===== src/rtl/hs_rx_bank.sv =====
// hs_rx_bank
//   Multi-channel bundled-data handshake receiver. Each of NUM_CH channels
//   synchronises an asynchronous request and captures the bundled data word.
//   It presents the word as a valid/ready stream and acknowledges the remote
//   talker only after the local consumer has accepted the word.
//   MODE 0 = 4-phase return-to-zero, MODE 1 = 2-phase toggle.
//   In 4-phase mode a sticky per-channel err flags a talker that has held req
//   for TIMEOUT cycles after ack was raised.
//
// Ports
//   clk        receive-domain clock
//   reset      synchronous, active-low reset
//   req_in     [NUM_CH]        async request per channel
//   data_in    [NUM_CH*WIDTH]  bundled data, channel i = [i*WIDTH +: WIDTH]
//   ack_out    [NUM_CH]        registered acknowledge to the talker
//   rcv_valid  [NUM_CH]        captured word available
//   rcv_data   [NUM_CH*WIDTH]  captured word, stable while rcv_valid
//   rcv_ready  [NUM_CH]        consumer accepts when rcv_valid & rcv_ready
//   err        [NUM_CH]        sticky ack-phase timeout flag
//   err_clr    [NUM_CH]        clear err (a simultaneous set wins)

module hs_rx_bank #(
  parameter int NUM_CH      = 4,
  parameter int WIDTH       = 8,
  parameter int SYNC_STAGES = 2,
  parameter int MODE        = 0,
  parameter int TIMEOUT     = 255
) (
  input  logic                      clk,
  input  logic                      reset,
  input  logic [NUM_CH-1:0]         req_in,
  input  logic [NUM_CH*WIDTH-1:0]   data_in,
  output logic [NUM_CH-1:0]         ack_out,
  output logic [NUM_CH-1:0]         rcv_valid,
  output logic [NUM_CH*WIDTH-1:0]   rcv_data,
  input  logic [NUM_CH-1:0]         rcv_ready,
  output logic [NUM_CH-1:0]         err,
  input  logic [NUM_CH-1:0]         err_clr
);

  localparam int TW = (TIMEOUT > 0) ? $clog2(TIMEOUT + 1) : 1;
  localparam logic [TW-1:0] TMAX = TW'(TIMEOUT);
  // The timeout only exists in 4-phase mode; 2-phase never enters ACK.
  localparam bit TO_EN = (MODE == 0) && (TIMEOUT != 0);

  typedef enum logic [1:0] {
    ST_IDLE = 2'd0,
    ST_HOLD = 2'd1,
    ST_ACK  = 2'd2
  } state_t;

  for (genvar i = 0; i < NUM_CH; i++) begin : g_ch
    logic [SYNC_STAGES-1:0] sync_q;
    logic                   req_s;
    state_t                 state_q;
    logic                   ack_q;
    logic                   valid_q;
    logic                   err_q;
    logic [WIDTH-1:0]       data_q;
    logic [TW-1:0]          timer_q;
    logic [TW-1:0]          timer_d;
    logic                   new_req;
    logic                   accept;
    logic                   err_set;

    // req_in is only ever observed through this chain.
    assign req_s = sync_q[SYNC_STAGES-1];

    always_ff @(posedge clk) begin
      if (!reset) begin
        sync_q <= '0;
      end else begin
        sync_q <= {sync_q[SYNC_STAGES-2:0], req_in[i]};
      end
    end

    always_comb begin
      new_req = 1'b0;
      if (MODE == 0) begin
        new_req = req_s;
      end else begin
        // 2-phase: a request is pending whenever req and ack disagree.
        new_req = req_s ^ ack_q;
      end
      accept  = valid_q & rcv_ready[i];
      timer_d = (timer_q == TMAX) ? timer_q : timer_q + TW'(1);
      err_set = TO_EN && (state_q == ST_ACK) && (timer_q == TMAX);
    end

    always_ff @(posedge clk) begin
      if (!reset) begin
        state_q <= ST_IDLE;
        ack_q   <= 1'b0;
        valid_q <= 1'b0;
        err_q   <= 1'b0;
        data_q  <= '0;
        timer_q <= '0;
      end else begin
        if (err_set) begin
          err_q <= 1'b1;
        end else if (err_clr[i]) begin
          err_q <= 1'b0;
        end

        case (state_q)
          ST_IDLE: begin
            timer_q <= '0;
            if (new_req) begin
              data_q  <= data_in[i*WIDTH +: WIDTH];
              valid_q <= 1'b1;
              state_q <= ST_HOLD;
            end
          end
          ST_HOLD: begin
            timer_q <= '0;
            if (accept) begin
              valid_q <= 1'b0;
              if (MODE == 0) begin
                ack_q   <= 1'b1;
                state_q <= ST_ACK;
              end else begin
                ack_q   <= ~ack_q;
                state_q <= ST_IDLE;
              end
            end
          end
          ST_ACK: begin
            if (!req_s) begin
              ack_q   <= 1'b0;
              timer_q <= '0;
              state_q <= ST_IDLE;
            end else begin
              // Stays in ACK after a timeout; err is the only consequence.
              timer_q <= timer_d;
            end
          end
          default: begin
            timer_q <= '0;
            state_q <= ST_IDLE;
          end
        endcase
      end
    end

    assign ack_out[i]                  = ack_q;
    assign rcv_valid[i]                = valid_q;
    assign rcv_data[i*WIDTH +: WIDTH]  = data_q;
    assign err[i]                      = err_q;
  end

endmodule


===== config.mk =====
export PLATFORM = sky130hd
export DESIGN_NAME = hs_rx_bank
export DESIGN_NICKNAME = d
export VERILOG_FILES = /design/src/rtl/hs_rx_bank.sv
export SDC_FILE = /design/constraint.sdc
export NUM_CORES = 1
export LEC_CHECK = 0
export CORE_UTILIZATION = 47
export CTS_BUF_LIST = sky130_fd_sc_hd__clkbuf_4
export DETAILED_ROUTE_END_ITERATION = 12
export MAX_ROUTING_LAYER = met4
export PLACE_DENSITY = 0.79
export SYNTH_ARGS = -nofsm -noshare
export SYNTH_HDL_FRONTEND = slang
export SYNTH_SLANG_ARGS = --single-unit

===== constraint.sdc =====
create_clock -name clk -period 1.4 [get_ports clk]
set_input_delay 0.35 -clock clk [delete_from_list [all_inputs] [get_ports clk]]
set_output_delay 0.35 -clock clk [all_outputs]
set_load 0.005 [all_outputs]

==> results of run 1 <==
cells in the mapped netlist (7+ instances only):
master    count  area (µm²)
dfxtp_1      92        1840
nor2b_1      42         263
mux2i_1      33         330
nor3_1       23         115
o21ai_0      20         100
buf_4        16         120
nand3_1      16        80.1
a21oi_1      13        65.1
a31oi_1      12        75.1
and2_1       11        68.8
inv_1        10        37.5
nor4b_1      10        87.6
nand2_1       9        33.8
a21boi_0      8        60.1
and3_1        7        43.8
buf_2         7        35.0
power breakdown:
group / internal (mW) / switching, mW / total, mW
Combinational: 0.271 / 0.136 / 0.406
Sequential: 2.68 / 0.0446 / 2.73
Clock: 0.549 / 0.842 / 1.39
cell type report:
| type | instances | area (µm²) |
|---|---|---|
| fill | 653 | 2740 |
| sequential | 92 | 1900 |
| multi-input combinational | 270 | 1890 |
| timing repair buffer | 115 | 1050 |
| tap | 102 | 128 |
| clock buffer | 10 | 75.1 |
| clock inverter | 6 | 55.1 |
| inverter | 10 | 37.5 |
kinds of logic (layout without fill, tap and decap cells):
family	after synthesis	after routing	share of synthesized area, %
and+or+nand+nor	157	157	25.5
DFF	92	92	46.9
AOI/OAI and AO/OA	72	72	11.6
buffers and inverters	39	141	5.48
muxes	33	33	8.41
adders and majority gates	4	4	1.27
xor gates and xnor gates	4	4	0.892
stage by stage:
stage          util (%)  worst slack [ns]  total power, mW  hold slack, ns  setup TNS [ns]
2_1_floorplan         -             0.111             2.94           0.412               0
3_3_place_gp       62.4            0.0690             3.18           0.416               0
3_5_place_dp       62.4           -0.0308             3.19           0.421         -0.0386
4_1_cts            64.8           0.00169             4.57           0.290               0
5_1_grt            65.2          0.000633             4.74           0.293               0
6_report           65.2            0.0693             4.53           0.325               0
worst max path at each step:
stage | start | endpoint | slack (ns) | depth (start not counted)
2_1_floorplan | g_ch[2].timer_q[0]$_SDFFE_PN0P_ | g_ch[2].timer_q[4]$_SDFFE_PN0P_ | 0.11 | 5
3_3_place_gp | rcv_ready[0] | g_ch[0].state_q[0]$_SDFFE_PN0P_ | 0.07 | 3
3_5_place_dp | rcv_ready[0] | g_ch[0].state_q[0]$_SDFFE_PN0P_ | -0.03 | 3
4_1_cts | g_ch[1].data_q[7]$_SDFFE_PN0P_ | rcv_data[15] | 0.002 | 1
5_1_grt | g_ch[1].state_q[1]$_SDFFE_PN0P_ | g_ch[1].timer_q[7]$_SDFFE_PN0P_ | 0.0006 | 2
6_report | g_ch[1].data_q[3]$_SDFFE_PN0P_ | rcv_data[11] | 0.07 | 1
state kept, by name, indices dropped and copies added (netlist names):
name / cells
g_ch.sync_q: 8
g_ch.valid_q: 4
g_ch.data_q: 32
g_ch.timer_q: 32
g_ch.state_q: 8
g_ch.ack_q: 4
g_ch.err_q: 4
repair_timing:
| action | CTS | global route |
|---|---|---|
| buffers inserted | 6 | 2 |
| endpoints found under the hold margin | 0 | 0 |
| setup endpoints to repair | 44 | 56 |
| resized for setup | 101 | 53 |
| gates cloned | 0 | 0 |
routing by layer:
metal / up-vias / wire, µm
met2: 92 / 4120
met3: 14 / 467
met4: 0 / 136
met5: - / 0
met1: 1527 / 4000
li1: 1625 / -
==> results.md, run 1 <==
- Seq/Total Area, Yosys: between 40% and 50%
- Achievable Freq: 752 MHz
- YS warnings: 0
- Number of global-route vias before repair: around 3,100
- M1 GR Usage: 25.4%
- Core Box Area: 7890 µm²
- Commonest non-fill, non-tap cell in the layout: dfxtp_2
- Main synth FF type: dfxtp_1
- Die Wd: around 93 µm
- Post-synth cell types: 37
- GR Util met2: between 30% and 40%
- Cell area after layout: about 5100 µm²
- CP Capture Type: output port
- Slew Viols, Final: 0
- Gr ovfl total: 0
- Maxcap violations: 0
- CP Max Fanout: 2
- R2r setup slk: about 0.090 ns
- Nets@finish: between 500 and 600
- Wirelength per Cell: 14.4 µm
- ANT nets after route: 0
- Clk Latency, worst-skew pair: between 0.4 and 0.5 ns
- Worst EP required: ~1.1 ns
- Unrepaired setup endpoints after global routing: no
- Grt met3 use: around 5.4%
- Power per cell area: between 800 and 900 nW/µm²
- Commonest non-fill, non-tap cells in the layout: dfxtp_2 (49), clkdlybuf4s50_1 (44), dfxtp_1 (43)
- CP Cell Sequence: clkdlybuf4s15_1
- Total number of vias: about 3,300
- Total wire length: slightly below 9 mm
- I/O Buffers: 89
- Post-synthesis average cell area: approximately 10 µm²
- CTS Hold Bufs: 0
- Outcome: finished clean
- Initial antenna violation count: 0
- Actual slew at the worst max-slew pin: ~0.37 ns
- CP arrival: 0.98 ns
- Non-filler cells, final: between 600 and 700
- Max incr delay on CP: 0.36 ns
- Root buffer cell: clkbuf_4
- Max_slew headroom: between 70% and 80%
- Final min period: ~1.3 ns
- P_leak: roughly 1.9 nW
- Full die area: 8720 µm²
- Final setup fails: 0
- Vias per inst: 5.39
- Fraction of layout instances using a drive strength above 1: a little under a quarter
- Hold crit path type: primary input to flop
- CTS Buf Count: 9
- Number of detailed-route iterations in the first pass: 4
- Routability cong.: between 0.7 and 0.8
- Post-synth EDFFs: 0
- Placed instance area: slightly below 5000 µm²
- Fin. Hold Viols: 0
- Starting Density: 49.8%
- CTS Buffer Depth: 2
- Worst path buffer plus inverter count: 1
- Die Height: ~93 µm
- Hold path start: reset
- Worst path slowest cell: dfxtp_2
- Num ports: 90
- Crit Path Class: flop to output port
- Largest net degree at the start of global routing: 22
- Post-Syn Area: roughly 3900 µm²
- DRT iter0 DRCs: between 70 and 80
- Syn nets: around 450
- Cells after Synth: roughly 400
- Hold Path Sink: g_ch[1].err_q$_SDFFE_PN0P_
- First-pass GRT wire length: approximately 14 mm
- FF-to-FF Start: g_ch[3].timer_q[0]$_SDFFE_PN0P_
- Placed insts: slightly below 600
- Element type at the critical path start: flop
- Most used routing layer: met2
- Num rows: 32
- Clk_skew: approximately 0.012 ns
- R2r worst-path depth: 5
- GRT Overall Usage: 21.4%
- Worst vdd ir: 0.455 mV
- H-tree depth: 3
- Ys async rst share: 0%
- Number of diodes: 0
- Number of synthesized register bits: 92
- HPWL Detailed: about 6.3 mm
- Fin crit share: around 95%
- CTS tree: done
- CP top delay family: flip-flops
- Clock sink total: 92
- DRC: 0
- Worst R2R End: g_ch[3].timer_q[1]$_SDFFE_PN0P_
- Area Growth Syn to Fin: 31.0%
- CTS clock-pin slew for the worst setup and hold paths: approximately 0.14 ns
- Hold Path Cell Cnt: 3
Note: power is estimated with default switching activity, not from simulation.
==> run 2: changes to the inputs <==
--- a/config.mk
+++ b/config.mk
@@ -5,11 +5,14 @@
 export SDC_FILE = /design/constraint.sdc
 export NUM_CORES = 1
 export LEC_CHECK = 0
+export ABC_AREA = 0
 export CORE_UTILIZATION = 47
 export CTS_BUF_LIST = sky130_fd_sc_hd__clkbuf_4
 export DETAILED_ROUTE_END_ITERATION = 12
 export MAX_ROUTING_LAYER = met4
 export PLACE_DENSITY = 0.79
+export SETUP_SLACK_MARGIN = 0.3
+export SKIP_LAST_GASP = 1
 export SYNTH_ARGS = -nofsm -noshare
 export SYNTH_HDL_FRONTEND = slang
 export SYNTH_SLANG_ARGS = --single-unit
==> run 2 against run 1 <==
- wire length rose by 24%
- critical path depth grew 3
- hold slack better by 0.045 ns
- register-to-register slack improved by 0.02 ns
- sequential share of layout area decreased by 3.9 points
- highest routed layer unchanged
==> results.md, run 2 (synthesized netlist as in run 1, its figures left out) <==
- Slew Viols, Final: 0 (unchanged)
- GRT Overall Usage: 24.6% (was 21.4%)
- Hold crit path type: primary input to flop (unchanged)
- Num ports: 90 (unchanged)
- Total wire length: 10.8 mm (was 8.73 mm)
- CP arrival: 1.66 ns (was 0.98 ns)
- ANT nets after route: 0 (unchanged)
- Non-filler cells, final: 645 (was 605)
- Place WS: -0.0149 ns (was -0.0308 ns)
- P_leak: 2.24 nW (was 1.89 nW)
- Vias per inst: 5.56 (was 5.39)
- Maxcap violations: 0 (unchanged)
- CTS Buffer Depth: 2 (unchanged)
- Number of global-route vias before repair: 3,467 (was 3,142)
- Full die area: 8720 µm² (unchanged)
- Element type at the critical path start: flop (unchanged)
- Fraction of layout instances using a drive strength above 1: 53.2% (was 22.9%)
- Num rows: 32 (unchanged)
- Clk_skew: 0.0144 ns (was 0.0116 ns)
- Die Wd: 93.4 µm (unchanged)
- H-tree depth: 3 (unchanged)
- Nets@finish: 588 (was 548)
- Commonest non-fill, non-tap cell in the layout: dfxtp_2 (unchanged)
- Clk Latency, worst-skew pair: 0.41 ns (was 0.42 ns)
- Clock sink total: 92 (unchanged)
- Placed instance area: 4950 µm² (was 4920 µm²)
- Worst vdd ir: 0.556 mV (was 0.455 mV)
- CTS Buf Count: 9 (unchanged)
- CTS Hold Bufs: 0 (unchanged)
- DRT iter0 DRCs: 154 (was 78)
- Commonest non-fill, non-tap cells in the layout: dfxtp_2 (59), buf_4 (50), clkdlybuf4s50_1 (44) (was dfxtp_2 (49), clkdlybuf4s50_1 (44), dfxtp_1 (43))
- DRC: 0 (unchanged)
- Gr ovfl total: 0 (unchanged)
- Unrepaired setup endpoints after global routing: yes (was no)
- Die Height: 93.4 µm (unchanged)
- Number of detailed-route iterations in the first pass: 4 (unchanged)
- Top Registers: g_ch.data_q (32), g_ch.timer_q (32) (unchanged)
- Largest net degree at the start of global routing: 23 (was 22)
- Fin crit share: 92.5% (was 95.0%)
- Wirelength per Cell: 16.8 µm (was 14.4 µm)
- Power per cell area: 786 nW/µm² (was 880 nW/µm²)
- Routability cong.: 0.797 (was 0.799)
- Final min period: 1.29 ns (was 1.33 ns)
- Cell area after layout: 6090 µm² (was 5140 µm²)
- Worst setup margin: 0.105 ns (was 0.0693 ns)
- Max_slew headroom: 74.5% (was 75.3%)
- I/O Buffers: 89 (unchanged)
- Root buffer cell: clkbuf_4 (unchanged)
- Worst EP required: 1.76 ns (was 1.05 ns)
- Outcome: finished clean (unchanged)
- Placed insts: 573 (was 581)
- CP Capture Type: flop (was output port)
- CP Max Fanout: 5 (was 2)
- Achievable Freq: 772 MHz (was 752 MHz)
- First-pass GRT wire length: 16.4 mm (was 14.2 mm)
- Core Box Area: 7890 µm² (unchanged)
- Starting Density: 49.8% (unchanged)
- Final setup fails: 0 (unchanged)
- Crit Path Class: flop to flop (was flop to output port)
- CTS tree: done (unchanged)
- Fin. Hold Viols: 0 (unchanged)
- Actual slew at the worst max-slew pin: 0.382 ns (was 0.368 ns)
- HPWL Detailed: 6.24 mm (was 6.28 mm)
- CTS clock-pin slew for the worst setup and hold paths: 0.14 ns (about the same)
- Area Growth Syn to Fin: 55.1% (was 31.0%)
- Initial antenna violation count: 0 (unchanged)
- Total number of vias: 3,586 (was 3,258)
- Number of diodes: 0 (unchanged)
- Hold slack: 0.369 ns (was 0.325 ns)
==> run 2: cell types whose count changed in the layout (fill, tap and decap cells not counted), sizes merged <==
cell           before  now
bufinv              1    2
buf                27  111
clkinv              4    0
clkbuf             21   12
clkdlybuf4s15      33    0
clkinvlp            1    2
==> run 2: where the power goes <==
group	switching [mW]	internal (mW)
Sequential	0.0427	2.64
Clock	0.862	0.787
Combinational	0.158	0.293
Total	1.06	3.72
==> run 2: final cells by class <==
cell class	count	area (µm²)
multi-input cells	270	2400
flip-flops and latches	92	2010
clock inverters	4	75.1
fillers	519	1800
inverters	10	37.5
well taps	102	128
clock buffers	12	90.1
repair buffers	155	1350
==> run 2: path summary, 6_finish.rpt <==
check,slack (ns),end,depth (start not counted),start
worst min-delay path,0.37,g_ch[3].data_q[3]$_SDFFE_PN0P_,2,reset
worst min register to register,0.45,g_ch[1].sync_q[1]$_SDFF_PN0_,1,g_ch[1].sync_q[0]$_SDFF_PN0_
worst max-delay path,0.11,g_ch[2].err_q$_SDFFE_PN0P_,4,g_ch[2].timer_q[1]$_SDFFE_PN0P_
worst max register to register,0.11,g_ch[2].err_q$_SDFFE_PN0P_,4,g_ch[2].timer_q[1]$_SDFFE_PN0P_
==> run 2: worst max-delay path, stage by stage (launching register included) <==
cell and delay, ns:
dfxtp_4 0.39, ha_4 0.17, nand4_1 0.16, nor4b_2 0.37
o21a_1 0.14
==> run 2: repair_timing <==
action	CTS	global route
pin swaps	32	37
setup buffers	38	18
resized for setup	319	81
endpoints found under the setup margin	111	117
==> run 2: routing by layer <==
layer | up-vias | share of wire [%] | wire, µm | GRT usage [%]
met2 | 120 | 51 | 5520 | 41.5
met3 | 21 | 6.0 | 646 | 6.83
met4 | 0 | 1.6 | 178 | 6.28
met1 | 1734 | 41 | 4500 | 28.9
met5 | - | 0 | 0 | -
li1 | 1711 | - | - | -
==> run 2: metrics by stage <==
step | util, % | total power [mW] | TNS (ns)
after floorplan | - | 2.94 | 0
after global placement | 62.8 | 3.17 | 0
after detailed placement | 62.8 | 3.18 | -0.0187
after CTS | 71.2 | 4.79 | 0
after global routing | 77.2 | 5.00 | 0
final | 77.2 | 4.78 | 0
==> run 3: changes to the inputs <==
--- a/config.mk
+++ b/config.mk
@@ -9,7 +9,7 @@
 export CORE_UTILIZATION = 47
 export CTS_BUF_LIST = sky130_fd_sc_hd__clkbuf_4
 export DETAILED_ROUTE_END_ITERATION = 12
-export MAX_ROUTING_LAYER = met4
+export GPL_TIMING_DRIVEN = 0
 export PLACE_DENSITY = 0.79
 export SETUP_SLACK_MARGIN = 0.3
 export SKIP_LAST_GASP = 1
==> run 3 against run 2 <==
- power is 5.5% higher
- die area stayed put
- via count is 2.0% higher
- hold slack worse by 0.052 ns
- clock power grew 13%
- highest routed layer unchanged
- clock skew up 0.0049 ns
- critical path type is now flop to output port
- sequential share of layout area down 1.8 points
- worst setup slack got worse by 0.097 ns
- combinational power rose by 7.1%
- register-to-register slack lost 0.03 ns
==> results.md, run 3 (synthesized netlist as in run 1, its figures left out) <==
- Sw Ratio: 22.4% (was 22.2%)
- DRT iter0 DRCs: 135 (was 154)
- CP Capture Type: output port (was flop)
- Die Height: 93.4 µm (unchanged)
- Maxcap violations: 0 (unchanged)
- Clock sink total: 92 (unchanged)
- Commonest non-fill, non-tap cell in the layout: buf_6 (was dfxtp_2)
- Worst path slowest cell: dfxtp_2 (was dfxtp_4)
- Non-filler cells, final: 663 (was 645)
- Part of the power in the clock network: 36.8% (was 34.5%)
- Hold Path Cell Cnt: 3 (was 2)
- Unrepaired setup endpoints after global routing: yes (unchanged)
- Starting Density: 49.8% (unchanged)
- Outcome: finished clean (unchanged)
- Num rows: 32 (unchanged)
- Logic pwr share: 9.6% (was 9.4%)
- Max incr delay on CP: 0.36 ns (was 0.39 ns)
- Most used cell, CP: buf_6
- Number of detailed-route iterations in the first pass: 4 (unchanged)
- P_leak: 2.37 nW (was 2.24 nW)
- DRC: 0 (unchanged)
- ANT nets after route: 0 (unchanged)
- Full die area: 8720 µm² (unchanged)
- Number of global-route vias before repair: 3,308 (was 3,467)
- Worst vdd ir: 0.513 mV (was 0.556 mV)
- Final setup fails: 0 (unchanged)
- FF+latch area: 1990 µm² (was 2010 µm²)
- CTS Buffer Depth: 2 (unchanged)
- Initial antenna violation count: 0 (unchanged)
- Worst EP required: 1.05 ns (was 1.76 ns)
- Clk_skew: 0.0193 ns (was 0.0144 ns)
- Gr ovfl total: 0 (unchanged)
- Sw Pwr: 1.13 mW (was 1.06 mW)
- Placed insts: 591 (was 573)
- First-pass GRT wire length: 15.6 mm (was 16.4 mm)
- CP arrival: 1.04 ns (was 1.66 ns)
- H-tree depth: 3 (unchanged)
- Multi-input gate area: 2420 µm² (was 2400 µm²)
- CTS clock-pin slew for the worst setup and hold paths: 0.16 ns (was 0.14 ns)
- Element type at the critical path start: flop (unchanged)
- GRT Overall Usage: 22.6% (was 24.6%)
- CP Cell Sequence: buf_6 > buf_6 (was ha_4 > nand4_1 > nor4b_2 > o21a_1)
- Final min period: 1.39 ns (was 1.29 ns)
- Hold crit path type: primary input to flop (unchanged)
- Total number of vias: 3,656 (was 3,586)
- Number of diodes: 0 (unchanged)
- Area Growth Syn to Fin: 62.0% (was 55.1%)
- Fraction of layout instances using a drive strength above 1: 53.5% (was 53.2%)
- Power per cell area: 794 nW/µm² (was 786 nW/µm²)
- HPWL Detailed: 6.10 mm (was 6.24 mm)
- Fin crit share: 99.4% (was 92.5%)
- Internal: 3.91 mW (was 3.72 mW)
- Wirelength per Cell: 17.1 µm (was 16.8 µm)
- CTS Hold Bufs: 0 (unchanged)
- Routability cong.: 0.813 (was 0.797)
- Crit Path Class: flop to output port (was flop to flop)
- Root buffer cell: clkbuf_4 (unchanged)
- Total wire length: 11.3 mm (was 10.8 mm)
- CP top delay family: flip-flops (was simple AND/OR/NAND/NOR gates)
- Commonest non-fill, non-tap cells in the layout: buf_6 (66), dfxtp_2 (64), clkdlybuf4s50_1 (44) (was dfxtp_2 (59), buf_4 (50), clkdlybuf4s50_1 (44))
- Max_slew headroom: 61.3% (was 74.5%)
- Slew Viols, Final: 0 (unchanged)
- Nets@finish: 606 (was 588)
- Die Wd: 93.4 µm (unchanged)
- Clk Latency, worst-skew pair: 0.46 ns (was 0.41 ns)
- Fin. Hold Viols: 0 (unchanged)
- Core Box Area: 7890 µm² (unchanged)
- Top Registers: g_ch.data_q (32), g_ch.timer_q (32) (unchanged)
- I/O Buffers: 88 (was 89)
- Num ports: 90 (unchanged)
- CTS Buf Count: 9 (unchanged)
- Achievable Freq: 718 MHz (was 772 MHz)
- CP Max Fanout: 2 (was 5)
- Actual slew at the worst max-slew pin: 0.580 ns (was 0.382 ns)
- Crit path depth: 2 (was 4)
- Flop pwr share: 53.7% (was 56.1%)
- Setup tns final: 0 ns (unchanged)
- Largest net degree at the start of global routing: 15 (was 23)
- Fill count: 427 (was 519)
- Vias per inst: 5.51 (was 5.56)
- R2r worst-path depth: 5 (was 4)
- CTS tree: done (unchanged)
- Worst path buffer plus inverter count: 2 (was 0)
==> run 3: routing by layer <==
layer  share of wire [%]  vias up  track usage (%)
met5                   0        -                0
met4                 2.8        0             7.69
met3                 6.3       28             6.10
met2                  50      118             39.5
met1                  41     1762             26.6
li1                    -     1748                -
==> run 3: power by group through the flow <==
stage               clock network [mW]  registers, mW  logic [mW]
finish                            1.86           2.71       0.483
detailed placement                   0           2.78       0.416
floorplan                            0           2.77       0.169
CTS                               1.84           2.71       0.442
global placement                     0           2.78       0.408
global route                      1.98           2.72       0.518
==> run 3: repair_timing <==
action                                  CTS  global route
cloned                                    0             0
endpoints found under the setup margin  111           117
endpoints found under the hold margin     0             0
setup buffers                            38            18
gates resized for setup                 321            99
pin swaps                                33            38
==> run 3: final cells by class <==
cell class                 instances  area share [%]
sequential                        92            31.3
inverter                          10           0.590
clock buffer                      11            1.30
multi-input combinational        270            38.1
clock inverter                     5            1.57
timing repair buffer             144            20.9
buffer                            29            4.23
tap                              102            2.01
==> run 3: worst min-delay path: cells and delay by family <==
kind                   cells  cell delay (ns)
buffers and inverters      1             0.20
AO/OA/AOI/OAI              1             0.05
AND/OR/NAND/NOR            1             0.16
==> run 3: through the flow <==
stage / power [mW] / area [µm²] / hold slack (ns) / utilization, % / setup WS [ns]
after global routing: 5.21 / 6360 / 0.333 / 80.6 / -0.0101
after global placement: 3.19 / 5080 / 0.414 / 64.4 / -0.0000298
after floorplan: 2.94 / 4070 / 0.412 / - / 0.272
after detailed placement: 3.20 / 5080 / 0.419 / 64.4 / -0.0108
final: 5.05 / 6360 / 0.318 / 80.6 / 0.00799
after CTS: 4.99 / 5800 / 0.367 / 73.5 / 0.0276
==> run 3: final timing paths <==
kind                                                 startpoint                              end  slack [ns]
worst max-delay path                 g_ch[2].ack_q$_SDFFE_PN0P_                       ack_out[2]       0.008
worst min-delay path                                      reset  g_ch[2].timer_q[1]$_SDFFE_PN0P_        0.32
worst max register to register  g_ch[2].timer_q[1]$_SDFFE_PN0P_       g_ch[2].err_q$_SDFFE_PN0P_        0.08
worst min register to register     g_ch[2].sync_q[0]$_SDFF_PN0_     g_ch[2].sync_q[1]$_SDFF_PN0_        0.44
